==> src/rtl/eei_sched.sv <==
//------------------------------------------------------------------------------
// Module      : eei_sched
// Description : Dispatches core EEI requests to one of four custom execution
//               unit slots and returns a one-cycle response. Optional issue
//               timeout enabled by defining SOPHON_EEI_TIMEOUT_EN.
// Revision    : 1.0 - initial release
//------------------------------------------------------------------------------
`default_nettype none

module eei_sched #(
    parameter int NUM_UNIT = 4,
    parameter int TIMEOUT  = 16
) (
    input  logic                   clk_i,
    input  logic                   rst_i,
    input  logic                   eei_req_i,
    input  logic                   eei_ext_i,
    input  logic [2:0]             eei_funct3_i,
    input  logic [NUM_UNIT-1:0]    unit_en_i,
    output logic                   eei_ack_o,
    output logic                   eei_error_o,
    output logic [31:0]            eei_rd_val_o,
    output logic                   busy_o,
    output logic [NUM_UNIT-1:0]    unit_req_o,
    input  logic [NUM_UNIT-1:0]    unit_ack_i,
    input  logic [NUM_UNIT-1:0]    unit_error_i,
    input  logic [NUM_UNIT*32-1:0] unit_rd_val_i
);

    typedef enum logic [1:0] {
        S_IDLE  = 2'd0,
        S_ISSUE = 2'd1,
        S_RESP  = 2'd2
    } state_t;

    state_t              r_state;
    state_t              w_next;
    logic [1:0]          r_idx;
    logic [1:0]          w_idx;
    logic                w_legal;
    logic                w_accept;
    logic                w_sel_ack;
    logic                w_resp_err;
    logic [31:0]         w_resp_val;
    logic [NUM_UNIT-1:0] r_unit_req;
    logic                r_err;
    logic [31:0]         r_rdval;
    logic [31:0]         w_slot [NUM_UNIT];

    for (genvar k = 0; k < NUM_UNIT; k++) begin : g_slot
        assign w_slot[k] = unit_rd_val_i[32*k +: 32];
    end

    assign w_idx     = {eei_ext_i, eei_funct3_i[0]};
    assign w_legal   = (eei_funct3_i[2:1] == 2'b00) && unit_en_i[w_idx];
    assign w_accept  = (r_state == S_IDLE) && eei_req_i && w_legal;
    assign w_sel_ack = unit_ack_i[r_idx];

`ifdef SOPHON_EEI_TIMEOUT_EN
    logic [7:0] r_cnt;
    logic       w_term;

    assign w_term = (r_cnt == 8'(TIMEOUT - 1));

    // Saturating count of cycles spent waiting in ISSUE
    always_ff @(posedge clk_i or posedge rst_i) begin
        if (rst_i) begin
            r_cnt <= 8'd0;
        end else if (w_accept) begin
            r_cnt <= 8'd0;
        end else if (r_state == S_ISSUE && r_cnt != 8'hFF) begin
            r_cnt <= r_cnt + 8'd1;
        end
    end
`endif

    always_comb begin
        w_next     = r_state;
        w_resp_err = 1'b0;
        w_resp_val = 32'd0;
        case (r_state)
            S_IDLE: begin
                if (eei_req_i) begin
                    if (w_legal) begin
                        w_next = S_ISSUE;
                    end else begin
                        w_next     = S_RESP;
                        w_resp_err = 1'b1;
                    end
                end
            end
            S_ISSUE: begin
                // A unit ack takes priority over a coincident timeout
                if (w_sel_ack) begin
                    w_next     = S_RESP;
                    w_resp_err = unit_error_i[r_idx];
                    w_resp_val = w_slot[r_idx];
                end
`ifdef SOPHON_EEI_TIMEOUT_EN
                else if (w_term) begin
                    w_next     = S_RESP;
                    w_resp_err = 1'b1;
                end
`endif
            end
            S_RESP:  w_next = S_IDLE;
            default: w_next = S_IDLE;
        endcase
    end

    always_ff @(posedge clk_i or posedge rst_i) begin
        if (rst_i) begin
            r_state    <= S_IDLE;
            r_idx      <= 2'd0;
            r_unit_req <= '0;
            r_err      <= 1'b0;
            r_rdval    <= 32'd0;
        end else begin
            r_state <= w_next;
            if (w_accept) begin
                r_idx      <= w_idx;
                r_unit_req <= NUM_UNIT'(1) << w_idx;
            end else if (w_next != S_ISSUE) begin
                r_unit_req <= '0;
            end
            // Response fields live only for the RESP cycle
            if (w_next == S_RESP) begin
                r_err   <= w_resp_err;
                r_rdval <= w_resp_val;
            end else begin
                r_err   <= 1'b0;
                r_rdval <= 32'd0;
            end
        end
    end

    assign eei_ack_o    = (r_state == S_RESP);
    assign eei_error_o  = r_err;
    assign eei_rd_val_o = r_rdval;
    assign busy_o       = (r_state != S_IDLE);
    assign unit_req_o   = r_unit_req;

endmodule

`default_nettype wire

==> config.mk <==
export PLATFORM = sky130hd
export DESIGN_NAME = eei_sched
export DESIGN_NICKNAME = d
export VERILOG_FILES = /design/src/rtl/eei_sched.sv
export SDC_FILE = /design/constraint.sdc
export NUM_CORES = 1
export LEC_CHECK = 0
export BUFFER_PORTS_ARGS = -buffer_cell sky130_fd_sc_hd__buf_2
export CELL_PAD_IN_SITES_DETAIL_PLACEMENT = 1
export CELL_PAD_IN_SITES_GLOBAL_PLACEMENT = 1
export CORE_MARGIN = 1.5
export CORE_UTILIZATION = 31
export DETAILED_ROUTE_END_ITERATION = 12
export PLACE_DENSITY = 0.9
export SLEW_MARGIN = 20
export SYNTH_ARGS = -nofsm -noshare
export SYNTH_HDL_FRONTEND = slang
export SYNTH_SLANG_ARGS = --single-unit
==> constraint.sdc <==
create_clock -name clk_i -period 3.1 [get_ports clk_i]
set_input_delay 0.31 -clock clk_i [delete_from_list [all_inputs] [get_ports clk_i]]
set_output_delay 0.31 -clock clk_i [all_outputs]
set_load 0.01 [all_outputs]
==> results.md <==
* Area leader, netlist: dfrtp_1
* Setup TNS Final at 0 ns
* Initial antenna violation count at 1
* Via count at a little over 2000
* Netlist Area Pre-Place at about 2300 sq um
* IO Pins at roughly 190
* Multi-input combinational cell area at between 1000 and 1500 sq um
* Syn_area_per_cell at ~16 sq um
* Final Setup Violations at 0
* Clock slew at reported path FFs at around 0.080 ns
* Worst Tran Pin Value at between 0.8 and 0.9 ns
* Yosys warning count at 0
* Critical Path, Cell by Cell: buf_4 -> mux4_2 -> nor2b_1
* Crit. End Element: flop
* Sequential Area at just over 1000 sq um
* Post-Route WL at about 7000 microns
* H-tree levels at 2
* Largest net degree at the start of global routing at 42
* Vias per cell at between 4 and 5
* Hold WS at 0.190 ns
* Hold/Removal Path Class: input pin to async pin
* Number of synthesized register bits at between 40 and 50
* Leading register cell type out of synthesis: dfrtp_1
* Starting DRT DRC Count at 72
* WL/cell at about 16 microns
* Critical Path AT at about 2.2 ns
* DRT Pass-1 Iters at 4
* Final HPWL DP at 6020 microns
* Row Count at 31
* Worst slew margin at a little over two fifths
* CTS tree: yes
* Num CTS Buffers at 5
* Status: finished, final reports clean
* RSZ-0062 raised after global routing: no
* Clk buf depth at 2
* Synth cell types at 25
* Postcts setup bufs at 0
* Setup crit end: eei_rd_val_o[8]$_DFF_PP0_
* Post-synth top area share at ~45%
* Reg2reg end: eei_rd_val_o[8]$_DFF_PP0_
* First-pass GRT wire length at approximately 10000 microns
* Kind of critical path: flop to flop
* Critical R2R Launch: r_idx[0]$_DFFE_PP0P_
* Register-to-register setup slack at between 1 and 1.5 ns
* Post-route minimum period at about 2 ns
* Crit-path max FO at 18
* TritonCTS Sinks at 41
* Dominant delay contributor by cell family on the critical path: flip-flops
* Post-Syn Instances at ~150
* Maximum vdd drop at between 0.2 and 0.3 mV
* Post-route ant nets at 0
* Share of cells above drive strength 1 at 71.2%
* Final WS setup at 1.11 ns
* WP depth at 3
* Number of hold buffers added after cts at 0
* Final period utilization at between 60% and 70%
* Reg2reg path depth at 3
* Slowest stage cell, crit path: dfrtp_2
* Worst path bufs/invs at 1
* Port Buffers at between 150 and 200
* Biggest cell delay along the critical path at ~0.73 ns
* Net count after synthesis at ~290
* Final hold vios at 0
* Filler cells at 830
* Final slew viol count at 0
* DP Worst Slack at 1.04 ns
* Root Buffer: clkbuf_8
* Clock Skews at roughly 0.0063 ns
* All-Layer GR Usage at 18.0%
* Post-CTS sizing at 0
* Async set or reset register ratio after synthesis at 100%
* Synth top area cells: dfrtp_1, mux4_2, nor2b_1, a32o_1, buf_4
* Final #Nets at approximately 480
* Clock latency on the worst-skew pair at approximately 0.29 ns
* Vias in the first global route at between 2000 and 2500
* Syn-to-layout area delta at 48.7%
* GP Congestion at around 0.74
* Required @ worst endpoint at between 3 and 4 ns
* CORE AREA at ~7200 sq um
* Chip Height at around 89 microns
* Die ar. at between 7000 and 8000 sq um
* Total congestion overflow at 0
* Sequential cell area fraction in the yosys report at 44.9%
* LEAKAGE at ~1.8 nW
* Critical Path Source: r_idx[0]$_DFFE_PP0P_
* Die Width at ~90 microns
* Starting Density at between 30% and 40%
* Max-cap violations at 0
* FMAX at ~0.5 GHz
* CP Launch Type: flop
* Number of flops mapped to enable cells by yosys at 0
* Pwr/cell area at approximately 500 nW/um^2
* DRC viols at 0
worst min path at each step:
stage	slack, ns	from	depth (start not counted)	end
global route	0.25	rst_i	2	eei_rd_val_o[1]$_DFF_PP0_
finish	0.19	rst_i	2	eei_rd_val_o[0]$_DFF_PP0_
detailed placement	0.49	unit_req_o[1]$_DFFE_PP0P_	1	unit_req_o[1]$_DFFE_PP0P_
floorplan	0.44	eei_funct3_i[0]	1	r_idx[0]$_DFFE_PP0P_
CTS	0.22	rst_i	2	eei_rd_val_o[0]$_DFF_PP0_
global placement	0.47	unit_req_o[3]$_DFFE_PP0P_	1	unit_req_o[3]$_DFFE_PP0P_
where the power goes:
| part | internal, W | switching [W] |
|---|---|---|
| clock | 0.000263 | 0.000179 |
| sequential | 0.000555 | 0.0000826 |
| combinational | 0.000429 | 0.000191 |
| total | 0.00125 | 0.000452 |
cells in the mapped netlist, drive strengths merged, types with 2 or more instances:
| library cell | instances |
|---|---|
| dfrtp | 41 |
| mux4 | 34 |
| nor2b | 33 |
| buf | 8 |
| inv | 5 |
| a32o | 4 |
| clkbuf | 4 |
| mux2 | 2 |
| mux2i | 2 |
| nand2 | 2 |
state kept, by name, summed over array words and instances, names as in the netlist:
register	flops
r_idx	2
r_state	2
eei_error_o	1
unit_req_o	4
eei_rd_val_o	32
placed cells by master (no fill, tap or decap), drive strengths merged, types with 2 or more instances in the layout:
master  instances
a32o            4
buf           187
clkbuf          7
dfrtp          41
inv             5
mux2            2
mux2i           2
mux4           34
nand2           2
nor2b          33
metal layers:
metal	GRT usage (%)	wire [microns]	vias up
li1	-	-	917
met1	20.3	2470	1019
met2	32.9	4030	96
met3	3.45	432	11
met4	7.81	142	0
met5	0	0	-
worst register-to-register path, delay by kind of cell (launching register included):
kind	cells	cell delay, ns
buffers and inverters	1	0.44
DFF	1	0.73
muxes	1	0.55
and+or+nand+nor	1	0.14
final cells by class:
| class | count | area share, % |
|---|---|---|
| flip-flops and latches | 41 | 30.2 |
| multi-input cells | 89 | 34.4 |
| inverters | 5 | 0.552 |
| repair buffers | 187 | 27.7 |
| clock buffers | 7 | 2.54 |
| diodes | 1 | 0.0736 |
| well taps | 99 | 3.65 |
| clock inverters | 1 | 0.884 |
through the flow:
stage / power (W) / util (%) / area, sq um / cells
2_1_floorplan: 0.00113 / - / 2290 / 147
3_3_place_gp: 0.00127 / 45.7 / 3280 / 421
3_5_place_dp: 0.00129 / 45.7 / 3280 / 421
4_1_cts: 0.00173 / 47.3 / 3400 / 429
5_1_grt: 0.00180 / 47.4 / 3400 / 430
6_report: 0.00170 / 47.4 / 3400 / 430
cells by family after synthesis:
group	synth area share [%]
flip-flops	44.9
AND/OR/NAND/NOR	13.0
AO/OA/AOI/OAI	2.74
buffers and inverters	4.00
multiplexers	35.4
No activity file was read; power rests on OpenSTA's default activity.
